$ cat config.mk
export PLATFORM = sky130hd
export DESIGN_NAME = alu_seq
export DESIGN_NICKNAME = d
export VERILOG_FILES = /design/src/rtl/alu_seq.sv
export SDC_FILE = /design/constraint.sdc
export NUM_CORES = 1
export LEC_CHECK = 0
export BUFFER_PORTS_ARGS = -buffer_cell sky130_fd_sc_hd__clkbuf_2
export CAP_MARGIN = 25
export CORE_ASPECT_RATIO = 1.5
export CORE_UTILIZATION = 39
export CTS_CLUSTER_SIZE = 14
export DETAILED_ROUTE_END_ITERATION = 8
export GPL_ROUTABILITY_DRIVEN = 0
export PLACE_DENSITY = 0.55
export SETUP_SLACK_MARGIN = 0.3
export SYNTH_ARGS = -nofsm -noshare
export SYNTH_HDL_FRONTEND = slang
export SYNTH_SLANG_ARGS = --single-unit
$ cat constraint.sdc
create_clock -name clk -period 3.23 [get_ports clk]
set_input_delay 0.4845 -clock clk [delete_from_list [all_inputs] [get_ports clk]]
set_output_delay 0.4845 -clock clk [all_outputs]
set_load 0.01 [all_outputs]
$ cat src/rtl/alu_seq.sv
// Clocked 16-op ALU with registered results and flags. MUL and DIV run over
// WIDTH iterations behind a valid/ready handshake; all other ops take one cycle.
module alu_seq #(
  parameter int WIDTH = 8,
  parameter int CNT_W = $clog2(WIDTH + 1)
) (
  input  logic             clk,
  input  logic             rst,
  input  logic             in_valid,
  output logic             in_ready,
  input  logic [WIDTH-1:0] A,
  input  logic [WIDTH-1:0] B,
  input  logic [3:0]       ALU_Sel,
  output logic             out_valid,
  output logic [WIDTH-1:0] ALU_Out,
  output logic [WIDTH-1:0] ALU_Hi,
  output logic             CarryOut,
  output logic             zero,
  output logic             neg,
  output logic             ovf,
  output logic             div0
);

  localparam int MSB = WIDTH - 1;
  localparam logic [CNT_W-1:0] LAST_STEP = CNT_W'(WIDTH - 1);

  localparam logic [3:0] OP_ADD  = 4'd0;
  localparam logic [3:0] OP_SUB  = 4'd1;
  localparam logic [3:0] OP_MUL  = 4'd2;
  localparam logic [3:0] OP_DIV  = 4'd3;
  localparam logic [3:0] OP_SHL  = 4'd4;
  localparam logic [3:0] OP_SHR  = 4'd5;
  localparam logic [3:0] OP_ROL  = 4'd6;
  localparam logic [3:0] OP_ROR  = 4'd7;
  localparam logic [3:0] OP_AND  = 4'd8;
  localparam logic [3:0] OP_OR   = 4'd9;
  localparam logic [3:0] OP_XOR  = 4'd10;
  localparam logic [3:0] OP_NOR  = 4'd11;
  localparam logic [3:0] OP_NAND = 4'd12;
  localparam logic [3:0] OP_XNOR = 4'd13;
  localparam logic [3:0] OP_GT   = 4'd14;
  localparam logic [3:0] OP_EQ   = 4'd15;

  typedef enum logic [1:0] {S_IDLE, S_ITER, S_DONE} state_t;

  state_t           r_state;
  logic [CNT_W-1:0] r_cnt;
  logic [WIDTH-1:0] r_acc;     // MUL high half / DIV partial remainder
  logic [WIDTH-1:0] r_q;       // MUL multiplier->low half / DIV dividend->quotient
  logic [WIDTH-1:0] r_m;       // multiplicand or divisor
  logic             r_is_div;

  logic             w_accept;
  logic             w_is_iter_op;
  logic [WIDTH-1:0] w_res;
  logic             w_carry;
  logic             w_ovf;
  logic [WIDTH:0]   w_sum;
  logic [WIDTH:0]   w_shift;
  logic [WIDTH-1:0] w_diff;
  logic [WIDTH-1:0] w_acc_nxt;
  logic [WIDTH-1:0] w_q_nxt;

  assign in_ready     = (r_state != S_ITER);
  assign w_accept     = in_valid && in_ready;
  assign w_is_iter_op = (ALU_Sel == OP_MUL) || (ALU_Sel == OP_DIV);

  // Single-cycle result path, evaluated on the live operands at the accept edge.
  always_comb begin
    // NOTE: every output of a combinational block gets a default first, so no
    // path through the case can leave a value unassigned and infer a latch.
    w_res   = '0;
    w_carry = 1'b0;
    w_ovf   = 1'b0;
    case (ALU_Sel)
      OP_ADD: begin
        {w_carry, w_res} = {1'b0, A} + {1'b0, B};
        w_ovf = (A[MSB] == B[MSB]) && (w_res[MSB] != A[MSB]);
      end
      OP_SUB: begin
        {w_carry, w_res} = {1'b0, A} - {1'b0, B};
        w_ovf = (A[MSB] != B[MSB]) && (w_res[MSB] != A[MSB]);
      end
      OP_SHL: begin w_res = {A[MSB-1:0], 1'b0};   w_carry = A[MSB]; end
      OP_SHR: begin w_res = {1'b0, A[MSB:1]};     w_carry = A[0];   end
      OP_ROL: begin w_res = {A[MSB-1:0], A[MSB]}; w_carry = A[MSB]; end
      OP_ROR: begin w_res = {A[0], A[MSB:1]};     w_carry = A[0];   end
      OP_AND:  w_res = A & B;
      OP_OR:   w_res = A | B;
      OP_XOR:  w_res = A ^ B;
      OP_NOR:  w_res = ~(A | B);
      OP_NAND: w_res = ~(A & B);
      OP_XNOR: w_res = ~(A ^ B);
      OP_GT:   w_res[0] = (A > B);
      OP_EQ:   w_res[0] = (A == B);
      default: ;
    endcase
  end

  // One iteration step: shift-add for MUL, restoring shift-subtract for DIV.
  // A zero divisor needs no special case: every step subtracts nothing, so the
  // quotient fills with ones and the dividend shifts whole into the remainder.
  assign w_sum   = {1'b0, r_acc} + {1'b0, r_m};
  assign w_shift = {r_acc, r_q[MSB]};
  assign w_diff  = w_shift[WIDTH-1:0] - r_m;

  always_comb begin
    w_acc_nxt = r_acc;
    w_q_nxt   = r_q;
    if (r_is_div) begin
      if (w_shift >= {1'b0, r_m}) begin
        w_acc_nxt = w_diff;
        w_q_nxt   = {r_q[MSB-1:0], 1'b1};
      end else begin
        w_acc_nxt = w_shift[WIDTH-1:0];
        w_q_nxt   = {r_q[MSB-1:0], 1'b0};
      end
    end else if (r_q[0]) begin
      {w_acc_nxt, w_q_nxt} = {w_sum, r_q[MSB:1]};
    end else begin
      {w_acc_nxt, w_q_nxt} = {1'b0, r_acc, r_q[MSB:1]};
    end
  end

  // NOTE: state and outputs use non-blocking assignments so every register
  // samples pre-edge values, independent of statement order in this block.
  always_ff @(posedge clk) begin
    if (rst) begin
      r_state   <= S_IDLE;
      r_cnt     <= '0;
      r_acc     <= '0;
      r_q       <= '0;
      r_m       <= '0;
      r_is_div  <= 1'b0;
      out_valid <= 1'b0;
      ALU_Out   <= '0;
      ALU_Hi    <= '0;
      CarryOut  <= 1'b0;
      zero      <= 1'b0;
      neg       <= 1'b0;
      ovf       <= 1'b0;
      div0      <= 1'b0;
    end else begin
      out_valid <= 1'b0;
      case (r_state)
        S_ITER: begin
          r_acc <= w_acc_nxt;
          r_q   <= w_q_nxt;
          r_cnt <= r_cnt + CNT_W'(1);
          if (r_cnt == LAST_STEP) begin
            r_state   <= S_DONE;
            out_valid <= 1'b1;
            ALU_Out   <= w_q_nxt;
            ALU_Hi    <= w_acc_nxt;
            CarryOut  <= !r_is_div && (w_acc_nxt != '0);
            ovf       <= 1'b0;
            div0      <= r_is_div && (r_m == '0);
            zero      <= (w_q_nxt == '0);
            neg       <= w_q_nxt[MSB];
          end
        end
        default: begin
          // IDLE and DONE both accept; DONE lasts exactly one cycle.
          r_state <= S_IDLE;
          if (w_accept) begin
            if (w_is_iter_op) begin
              r_state  <= S_ITER;
              r_cnt    <= '0;
              r_acc    <= '0;
              r_q      <= A;
              r_m      <= B;
              r_is_div <= (ALU_Sel == OP_DIV);
            end else begin
              out_valid <= 1'b1;
              ALU_Out   <= w_res;
              ALU_Hi    <= '0;
              CarryOut  <= w_carry;
              ovf       <= w_ovf;
              div0      <= 1'b0;
              zero      <= (w_res == '0);
              neg       <= w_res[MSB];
            end
          end
        end
      endcase
    end
  end

endmodule

* After elaboration in Yosys (flattened, before gate mapping)
Cells that the tools add are included.
** Word-level totals
- Flip-flop bits (word level) :: 53
- Bits in read-only memories :: 0
- Memory bits (writable) :: 0
- Memories :: 0
- Latch bits :: 0
- Output and inout bits :: 23
** Operators by class
- Magnitude comparators :: 2
- Bitwise gates (word level) :: 7
- Reductions and logical operators :: 19
- Add/sub/neg operators :: 5
- Multiplexer cells :: 55
- Equal/unequal tests :: 25
- Multipliers :: 0
- Shift-type cells :: 0
- Divide/modulo/power cells :: 0
** Operators with widths (number)
- $mux W8 :: 19
- $pmux W7 S11 :: 1
- $eq A4 B4 Y1 const B :: 8
- $mux W1 :: 27
- $logic_not A8 Y1 :: 3
- $not A8 Y8 :: 3
- $eq A4 B3 Y1 const B :: 5
- $add A8 B8 Y9 :: 2
- $mux W4 :: 3
- $pmux W1 S12 :: 1
- $ge A9 B8 Y1 :: 1
- $sub A8 B8 Y9 :: 1
- $and A8 B8 Y8 :: 1
- $eq A4 B2 Y1 const B :: 2
- $eq A8 B8 Y1 :: 1
- $gt A8 B8 Y1 :: 1
- $or A8 B8 Y8 :: 1
- $reduce_bool A8 Y1 :: 1
- $sub A8 B8 Y8 :: 1
- $xor A8 B8 Y8 :: 1
- $reduce_and A3 Y1 :: 2
- $logic_and A1 B1 Y1 :: 5
- $add A4 B1 Y4 const B :: 1
- $eq A4 B1 Y1 const B :: 1
- other kinds (15) :: 21

* Logic depth before layout (Yosys ltp)
Gate-level depths: netlist of the first run.
- Depth after elaboration :: 7
- Gate-level depth with buffers :: 11
- Gate-level depth less buffers :: 11

* Least setup slack after synthesis of the first run
No wires, ideal clock.
- Path type :: input-to-reg
- From :: input port A[5]
- To :: register ALU_Out[0]
- Data arrival time :: 2.692 ns
- Library setup time :: 0.067 ns
- Cell stages on the path :: 11
- Setup slack :: 0.471 ns
- Path buffers :: 1
- Data required time :: 3.163 ns
- Cells stage by stage :: inv_1 -> ha_1 -> buf_6 -> or4_4 -> or4_4 -> a21oi_2 -> mux2i_1 -> o211ai_2 -> a21oi_2 -> a211o_1 -> a21oi_2
** On the way
- Longest elaborated chain between the ends :: 5
- Elaborated cells between the ends (all ways) :: 6
- Those cells by class :: order compare (1); eq/ne (1); mux (4)
** Ends and longest elaborated chain
- start: declaration :: line 11 : input logic [WIDTH-1:0] A,
- $gt A8 B8 Y1 or $eq A8 B8 Y1 (tied branches) :: line 94, 95
- $pmux W1 S12 * :: line 75 : case (ALU_Sel)
- $mux W8 * :: line 166 : if (w_is_iter_op) begin
- $mux W8 * :: line 165 : if (w_accept) begin
- $mux W8 * :: line 145 : case (r_state)
- end signal: assignment :: line 153 : ALU_Out <= w_q_nxt;
- end signal: assignment :: line 175 : ALU_Out <= w_res;
- end: declaration :: line 15 : output logic [WIDTH-1:0] ALU_Out,
Every way passes the cells marked *; elsewhere a longest branch is shown, timed or not. The select of a mux whose other input is x is not followed.
A chain may end at the register's enable or synchronous reset.

* Worst setup path after layout of the first run
- From :: register r_m[2]
- To :: register CarryOut
** On the way
- Longest elaborated chain between the ends :: 7
- Elaborated cells between the ends (all ways) :: 10
- Those cells by class :: add/sub (2); order compare (1); mux (5); reduce/logical (2)
** Ends and longest elaborated chain
- start: declaration :: line 50 : logic [WIDTH-1:0] r_m;
- start signal: assignment :: line 133 : r_m <= '0;
- start signal: assignment :: line 171 : r_m <= B;
- $add A8 B8 Y9, or another cell as far along :: line 103 : assign w_sum = {1'b0, r_acc} + {1'b0, r_m};
- $mux W8 (on tied branches) :: line 118, 111
- $mux W8 * :: line 110 : if (r_is_div) begin
- $reduce_bool A8 Y1 * :: line 155 : CarryOut <= !r_is_div && (w_acc_nxt != '0);
- $logic_and A1 B1 Y1 * :: line 155
- $mux W1 * :: line 150 : if (r_cnt == LAST_STEP) begin
- $mux W1 * :: line 145
- end signal: assignment :: line 155
- end signal: assignment :: line 177 : CarryOut <= w_carry;
- end: declaration :: line 17 : output logic CarryOut,
Marked as above.

==> run_results.csv, run 1 <==
group,metric,value,unit
status,run_status,"completed",
clocking,cts_inserted_buffers,5,
finish,area_growth_syn_to_layout,15.3,%
synth,ys.flop_type,"sky130_fd_sc_hd__dfxtp_1",
synth,yosysSeqAreaShare,0.222,
global_route,number_of_antenna_violations_at_the_first_check_in_global_routing,0,
finish,final_cell_area,0.00540,sq mm
floorplan,die-width,91.4,um
synth,avgSynthCellArea,7.46,sq um
route,detail_route.wl_per_cell,19.5,um
synth,netlist.top_cell.by_area,"sky130_fd_sc_hd__dfxtp_1",
global_route,grt-ovfl-total,0,
global_route,grt_first_pass_wirelength,25800,um
route,totalWireLength,16100,um
synth,synth.mux.area_fraction,0.0447,
synth,syn-cell-area,0.00468,sq mm
sta,finalHoldViolCount,0,
floorplan,core_area,0.0116,sq mm
worst_setup_path,timing.critical_path.slowest_stage_cell,"sky130_fd_sc_hd__dfxtp_1",
clocking,htreeDepth,2,
run,drv.max_cap_violation_count,0,
route,antenna_left,0,
clocking,cts.sink_count,52,
clocking,cts_tree,"yes",
place,place.port_buffers,45,
sta,share_of_the_clock_period_used_by_the_worst_path,0.885,
synth,synth_enable_flop_cells,0,
global_route,grt_usage,0.267,
sta,tightestPinTransition,0.830,ns
route,vias,4977,
worst_setup_path,worstRegToRegCells,11,
sta,final-setup-viol-count,0,
route,top_layer,"met4",
route,vias_per_cell,6.03,
synth,synth-simple-area-share,0.207,
sta,report.final.slew_viol_count,0,
pwr,p_leak,0.00224,uW
route,drt_drc_violations_left,0,
min_path,min-delay-path-class,"register to register",
place,postPlaceCellArea,0.00519,sq mm
synth,synth_cell_type_count,69,
synth,yosysTopAreaCellShare,0.222,
synth,postSynth.asyncResetShare,0,
finish,ratio_of_cells_with_drive_above_1_in_the_final_layout,0.175,
sta,fin_crit,2.86,ns
pwr,power.density_cell_area,337,mW/mm^2
floorplan,design.portCount,46,
place,dp_hpwl,12800,um
finish,antennaDiodeCount,0,
worst_setup_path,worst-endpoint-required,3.42,ns
floorplan,placement_rows,48,
synth,synth_top_family_by_area,"compound AO/OA/AOI/OAI gates",
worst_setup_path,worst_path_largest_cell_delay,0.39,ns
floorplan,start_util,0.404,
worst_setup_path,timing.setup.critical_path_class,"register to register",
global_route,grt_start_max_net_pins,44,
clocking,clk-insertion-delay-late,0.31,ns
floorplan,chipHeight,136,um
global_route,number_of_global_route_vias_before_repair,4892,
worst_setup_path,worst_r2r_endpoint,"CarryOut",
worst_setup_path,worstSetupEndpoint,"CarryOut",
worst_setup_path,critPathMaxFanout,7,
synth,synth_fa_ha_area_frac,0.127,
worst_setup_path,reg2reg_slack,0.37,ns
sta,fin_worst_skew,0.00611,ns
sta,rsz0062_at_grt,"true",
worst_setup_path,worstSetupEndpointType,"register",
synth,synth-xor-area-share,0.0356,
floorplan,fp.dieArea,0.0124,sq mm
synth,yosys_register_bits,52,
route,detailroute.wirelength.met2,8310,um
synth,synth_compound_gate_area_share,0.297,
pwr,peakVddDrop,222,uV
sta,slew-limit-headroom,0.445,
finish,final_net_count,743,
worst_setup_path,worstSetupStartpoint,"r_m[2]",
clocking,cts_root_buf,"sky130_fd_sc_hd__clkbuf_16",
synth,post_synth_inst_count,627,
clocking,clkTransAtPathRegs,0.07,ns
clocking,post-cts-setup-buffers,0,
route,met3_wirelength,742,um
worst_setup_path,worstSetupStartpointType,"register",
synth,yosysWarnings,0,
clocking,cts-hold-fix-buffers,0,
sta,timing.fmax,350,MHz
synth,post_synth_main_area_contributors,"sky130_fd_sc_hd__dfxtp_1 (22%), sky130_fd_sc_hd__ha_1 (11%), sky130_fd_sc_hd__nand2_1 (6.3%)",
sta,setup_total_negative_slack,0,ns
worst_setup_path,worst-endpoint-arrival,3.05,ns
route,initialDrtViolationCount,338,
worst_setup_path,cp_cell_sequence,"inv_1, ha_1, and4_1, o21ai_0, a31oi_2, nor2_4, a311oi_2, buf_4, nand4_1, o41ai_2, nand2_1",
clocking,cts_max_path_buffers,2,
worst_setup_path,critical_path.reg2reg.startpoint,"r_m[2]",
place,pre_cts_slack,0.137,ns
synth,synthesis.nets,695,
route,first_pass_iters,5,
sta,timing.final.ws_setup,0.371,ns
route,wl_met1,5990,um
sta,fin_worst_hold_slack,0.440,ns
## cells in the mapped netlist, types with 4 or more instances
cell type and instances:
sky130_fd_sc_hd__o22ai_1 5, sky130_fd_sc_hd__a22oi_1 8, sky130_fd_sc_hd__nand3_1 15, sky130_fd_sc_hd__inv_1 37
sky130_fd_sc_hd__nor3_1 11, sky130_fd_sc_hd__nor2b_1 10, sky130_fd_sc_hd__a31oi_1 12, sky130_fd_sc_hd__buf_2 7
sky130_fd_sc_hd__nor2_1 55, sky130_fd_sc_hd__or3_1 4, sky130_fd_sc_hd__o21ai_0 37, sky130_fd_sc_hd__nand2_1 78
sky130_fd_sc_hd__o2111ai_1 4, sky130_fd_sc_hd__fa_1 4, sky130_fd_sc_hd__o311ai_0 4, sky130_fd_sc_hd__xor2_1 9
sky130_fd_sc_hd__clkbuf_1 28, sky130_fd_sc_hd__mux2_2 7, sky130_fd_sc_hd__nand2b_1 8, sky130_fd_sc_hd__a31o_2 4
sky130_fd_sc_hd__mux2i_1 13, sky130_fd_sc_hd__o31ai_1 5, sky130_fd_sc_hd__nor4_1 4, sky130_fd_sc_hd__xnor2_1 10
sky130_fd_sc_hd__a21oi_1 48, sky130_fd_sc_hd__a211oi_1 13, sky130_fd_sc_hd__dfxtp_1 52, sky130_fd_sc_hd__a32oi_1 5
sky130_fd_sc_hd__o221ai_1 4, sky130_fd_sc_hd__a21o_1 8, sky130_fd_sc_hd__ha_1 41, sky130_fd_sc_hd__o211ai_1 7
sky130_fd_sc_hd__a311oi_1 7, sky130_fd_sc_hd__nand4_1 5
## power by group
part | switching (uW) | internal [uW]
clock network | 266 | 370
registers | 19.4 | 661
logic | 306 | 195
total | 592 | 1230
## layer usage
layer / track usage / vias up
met5: 0 / -
met4: 0.175 / 0
met3: 0.0235 / 75
met2: 0.502 / 200
met1: 0.282 / 2319
li1: - / 2383
## how the worst min path moves through the flow
stage | startpoint | end | slack, ns | cells past startpoint
CTS | ALU_Out[5] | ALU_Out[5] | 0.45 | 2
finish | ALU_Out[5] | ALU_Out[5] | 0.44 | 2
global placement | ALU_Out[5] | ALU_Out[5] | 0.43 | 2
global route | ALU_Out[5] | ALU_Out[5] | 0.48 | 2
detailed placement | ALU_Out[5] | ALU_Out[5] | 0.44 | 2
floorplan | r_m[7] | r_m[7] | 0.45 | 2
## critical path, delay by kind of cell (launching register included)
kind / cells / cell delay (ns)
flops: 1 / 0.39
fa+ha+maj: 1 / 0.38
buf+inv: 2 / 0.25
simple gates: 4 / 0.58
compound gates: 4 / 1.15
## timing repair
item / CTS / global route
resized for setup: 3 / 4
setup endpoints to repair: 1 / 3
hold endpoints to repair: 0 / 0
## state kept, by name, summed over array words and instances (netlist names)
name and flops:
ovf 1, ALU_Hi 8, r_is_div 1, r_cnt 4, zero 1, r_m 8, out_valid 1, r_state 2
div0 1, CarryOut 1, r_q 8, ALU_Out 8, r_acc 8
## final cells by class
cell class | instances | area (sq um)
Timing Repair Buffer | 80 | 485
Clock buffer | 5 | 125
Clock inverter | 3 | 46.3
Fill cell | 1207 | 6200
Multi-Input combinational cell | 497 | 3360
Tap cell | 150 | 188
Inverter | 39 | 146
Sequential cell | 52 | 1040
## cell usage in the layout (no fill, tap or decap), types with 13 or more instances in the layout
| master | n |
|---|---|
| sky130_fd_sc_hd__o21ai_0 | 37 |
| sky130_fd_sc_hd__nand2_1 | 78 |
| sky130_fd_sc_hd__inv_1 | 37 |
| sky130_fd_sc_hd__a211oi_1 | 13 |
| sky130_fd_sc_hd__ha_1 | 41 |
| sky130_fd_sc_hd__nor2_1 | 54 |
| sky130_fd_sc_hd__a21oi_1 | 47 |
| sky130_fd_sc_hd__dfxtp_1 | 52 |
| sky130_fd_sc_hd__clkbuf_2 | 45 |
| sky130_fd_sc_hd__nand3_1 | 15 |
| sky130_fd_sc_hd__mux2i_1 | 13 |
| sky130_fd_sc_hd__buf_4 | 34 |
## cell families after synthesis
kind of cell	count (synthesis)
compound gates	205
xor+xnor	19
fa+ha+maj	45
buf+inv	78
flops	52
mux	20
simple gates	208
## through the flow
| stage | std cells | power, uW | util |
|---|---|---|---|
| 2_1_floorplan | 627 | 1010 | - |
| 3_3_place_gp | 817 | 1180 | 0.447 |
| 3_5_place_dp | 818 | 1180 | 0.447 |
| 4_1_cts | 826 | 1810 | 0.464 |
| 5_1_grt | 826 | 1900 | 0.465 |
| 6_report | 826 | 1820 | 0.465 |
Note: power is estimated with default switching activity, not from simulation.
==> run 2: changes to the inputs <==
--- a/config.mk
+++ b/config.mk
@@ -8,11 +8,11 @@
 export BUFFER_PORTS_ARGS = -buffer_cell sky130_fd_sc_hd__clkbuf_2
 export CAP_MARGIN = 25
 export CORE_ASPECT_RATIO = 1.5
-export CORE_UTILIZATION = 39
+export CORE_UTILIZATION = 30
 export CTS_CLUSTER_SIZE = 14
 export DETAILED_ROUTE_END_ITERATION = 8
 export GPL_ROUTABILITY_DRIVEN = 0
-export PLACE_DENSITY = 0.55
+export PLACE_DENSITY = 0.44
 export SETUP_SLACK_MARGIN = 0.3
 export SYNTH_ARGS = -nofsm -noshare
 export SYNTH_HDL_FRONTEND = slang
==> run 2 against run 1 <==
Final area up 1.6%. Critical path depth down 1. Flip-flop and latch count is the same. Utilization shrank 10 points. Register-to-register slack improved by 0.04 ns. Highest routed layer unchanged. Wire length rose by 7.2%. Sequential share of layout area is 0.30 points lower.
==> run_results.csv, run 2 (synthesis gave the netlist of run 1 again) <==
group,metric,value,unit
route,totalWireLength,17300,um
worst_setup_path,worstSetupEndpointType,"register",
clocking,clk-insertion-delay-late,0.30,ns
sta,final-setup-viol-count,0,
sta,finalHoldViolCount,0,
sta,fin_worst_skew,0.00723,ns
clocking,cts_repair_resize_count,0,
worst_setup_path,critPathMaxFanout,6,
sta,setup_total_negative_slack,0,ns
finish,layout.cells.most_common,"sky130_fd_sc_hd__nand2_1",
finish,stdcell_count,880,
pwr,power.density_cell_area,334,mW/mm^2
worst_setup_path,timing.setup.critical_path_class,"register to register",
clocking,cts-hold-fix-buffers,0,
clocking,cts_inserted_buffers,5,
route,detail_route.wl_per_cell,19.7,um
finish,ratio_of_cells_with_drive_above_1_in_the_final_layout,0.176,
clocking,clkTransAtPathRegs,0.08,ns
route,vias,4980,
pwr,totalPowerFinal,1830,uW
route,drt_drc_violations_left,0,
place,dp_hpwl,13900,um
clocking,post-cts-setup-buffers,0,
route,first_pass_iters,6,
floorplan,fp.dieArea,0.0161,sq mm
sta,fin_worst_hold_slack,0.454,ns
pwr,p_leak,0.00225,uW
sta,rsz0062_at_grt,"true",
worst_setup_path,worst_path_largest_cell_delay,0.44,ns
sta,timing.fmax,355,MHz
floorplan,core_area,0.0151,sq mm
sta,fin_crit,2.82,ns
floorplan,die-width,104,um
pwr,peakVddDrop,239,uV
clocking,cts_root_buf,"sky130_fd_sc_hd__clkbuf_16",
worst_setup_path,worst-endpoint-required,3.41,ns
clocking,htreeDepth,2,
finish,register_area,0.00104,sq mm
finish,multi_input_combinational_cell_area,0.00335,sq mm
floorplan,start_util,0.309,
route,antenna_left,0,
global_route,grt_first_pass_wirelength,27300,um
floorplan,placement_rows,55,
sta,report.final.slew_viol_count,0,
worst_setup_path,cp_cell_sequence,"ha_1, fa_1, a211oi_1, nor2_1, o31ai_1, a211oi_1, a31oi_1, o31ai_1, o41ai_1, nand2_1",
global_route,number_of_global_route_vias_before_repair,4966,
sta,share_of_the_clock_period_used_by_the_worst_path,0.872,
clocking,cts_tree,"yes",
worst_setup_path,worstSetupStartpointType,"register",
place,place.detailed.instances,872,
finish,final_net_count,748,
global_route,grt-ovfl-total,0,
global_route,number_of_antenna_violations_at_the_first_check_in_global_routing,0,
worst_setup_path,worst-endpoint-arrival,3.00,ns
min_path,min-delay-path-class,"register to register",
finish,area_growth_syn_to_layout,17.1,%
route,initialDrtViolationCount,340,
route,vias_per_cell,5.66,
worst_setup_path,timing.critical_path.slowest_stage_cell,"sky130_fd_sc_hd__fa_1",
clocking,cts.sink_count,52,
global_route,grt_start_max_net_pins,37,
run,drv.max_cap_violation_count,0,
status,run_status,"completed",
finish,antennaDiodeCount,0,
global_route,grt_usage,0.217,
sta,tightestPinTransition,0.787,ns
place,place.port_buffers,45,
finish,final_cell_mix,"sky130_fd_sc_hd__nand2_1 (78), sky130_fd_sc_hd__nor2_1 (54), sky130_fd_sc_hd__dfxtp_1 (52), sky130_fd_sc_hd__a21oi_1 (48), sky130_fd_sc_hd__clkbuf_2 (45)",
floorplan,chipHeight,155,um
finish,layout.filler_cells,1654,
sta,slew-limit-headroom,0.471,
floorplan,design.portCount,46,
clocking,cts_max_path_buffers,2,
## run 2: changes by cell type in the layout (fill, tap and decap cells not counted)
cell / before / now
sky130_fd_sc_hd__a21oi_2: 4 / 3
sky130_fd_sc_hd__a2111oi_0: 1 / 0
sky130_fd_sc_hd__o41ai_1: 1 / 2
sky130_fd_sc_hd__a2111oi_1: 0 / 1
sky130_fd_sc_hd__buf_2: 1 / 0
sky130_fd_sc_hd__a21oi_1: 47 / 48
sky130_fd_sc_hd__a311oi_1: 6 / 7
sky130_fd_sc_hd__buf_4: 34 / 40
sky130_fd_sc_hd__o41ai_2: 1 / 0
sky130_fd_sc_hd__a311oi_2: 1 / 0
## run 2: worst paths after layout
kind | end | slack [ns] | start | cells past startpoint
max reg2reg | CarryOut | 0.41 | r_acc[0] | 10
min | ALU_Hi[0] | 0.45 | ALU_Hi[0] | 2
min reg2reg | ALU_Hi[0] | 0.45 | ALU_Hi[0] | 2
max | CarryOut | 0.41 | r_acc[0] | 10
## run 2: area by class of cell
class,count,share of cell area
repair buffers,85,0.0959
flip-flops and latches,52,0.190
clock inverters,3,0.00845
inverters,39,0.0267
multi-input cells,497,0.611
well taps,199,0.0454
clock buffers,5,0.0228
## run 2: per-layer routing
| metal | vias to the layer above | track usage | part of all wire |
|---|---|---|---|
| met5 | - | 0 | 0 |
| met4 | 0 | 0.121 | 0.057 |
| met3 | 63 | 0.0155 | 0.034 |
| met2 | 169 | 0.428 | 0.53 |
| met1 | 2357 | 0.224 | 0.37 |
| li1 | 2391 | - | - |
## run 2: through the flow
| step | utilization | area (sq um) | worst slack (ns) |
|---|---|---|---|
| 6_report | 0.362 | 5480 | 0.413 |
| 5_1_grt | 0.362 | 5480 | 0.293 |
| 4_1_cts | 0.361 | 5460 | 0.357 |
| 3_5_place_dp | 0.349 | 5290 | 0.130 |
| 3_3_place_gp | 0.349 | 5290 | 0.0785 |
| 2_1_floorplan | - | 4680 | 0.471 |
## run 2: critical path, delay by kind of cell (launching register included)
kind                     cells  cell delay (ns)
AND/OR/NAND/NOR              2             0.21
AO/OA/AOI/OAI                6             1.37
adder cells (fa/ha/maj)      2             0.73
flip-flops                   1             0.40
## run 2: power breakdown
group / internal [uW] / total [uW] / switching, uW
registers: 661 / 678 / 17.1
logic: 201 / 511 / 311
clock network: 371 / 638 / 267
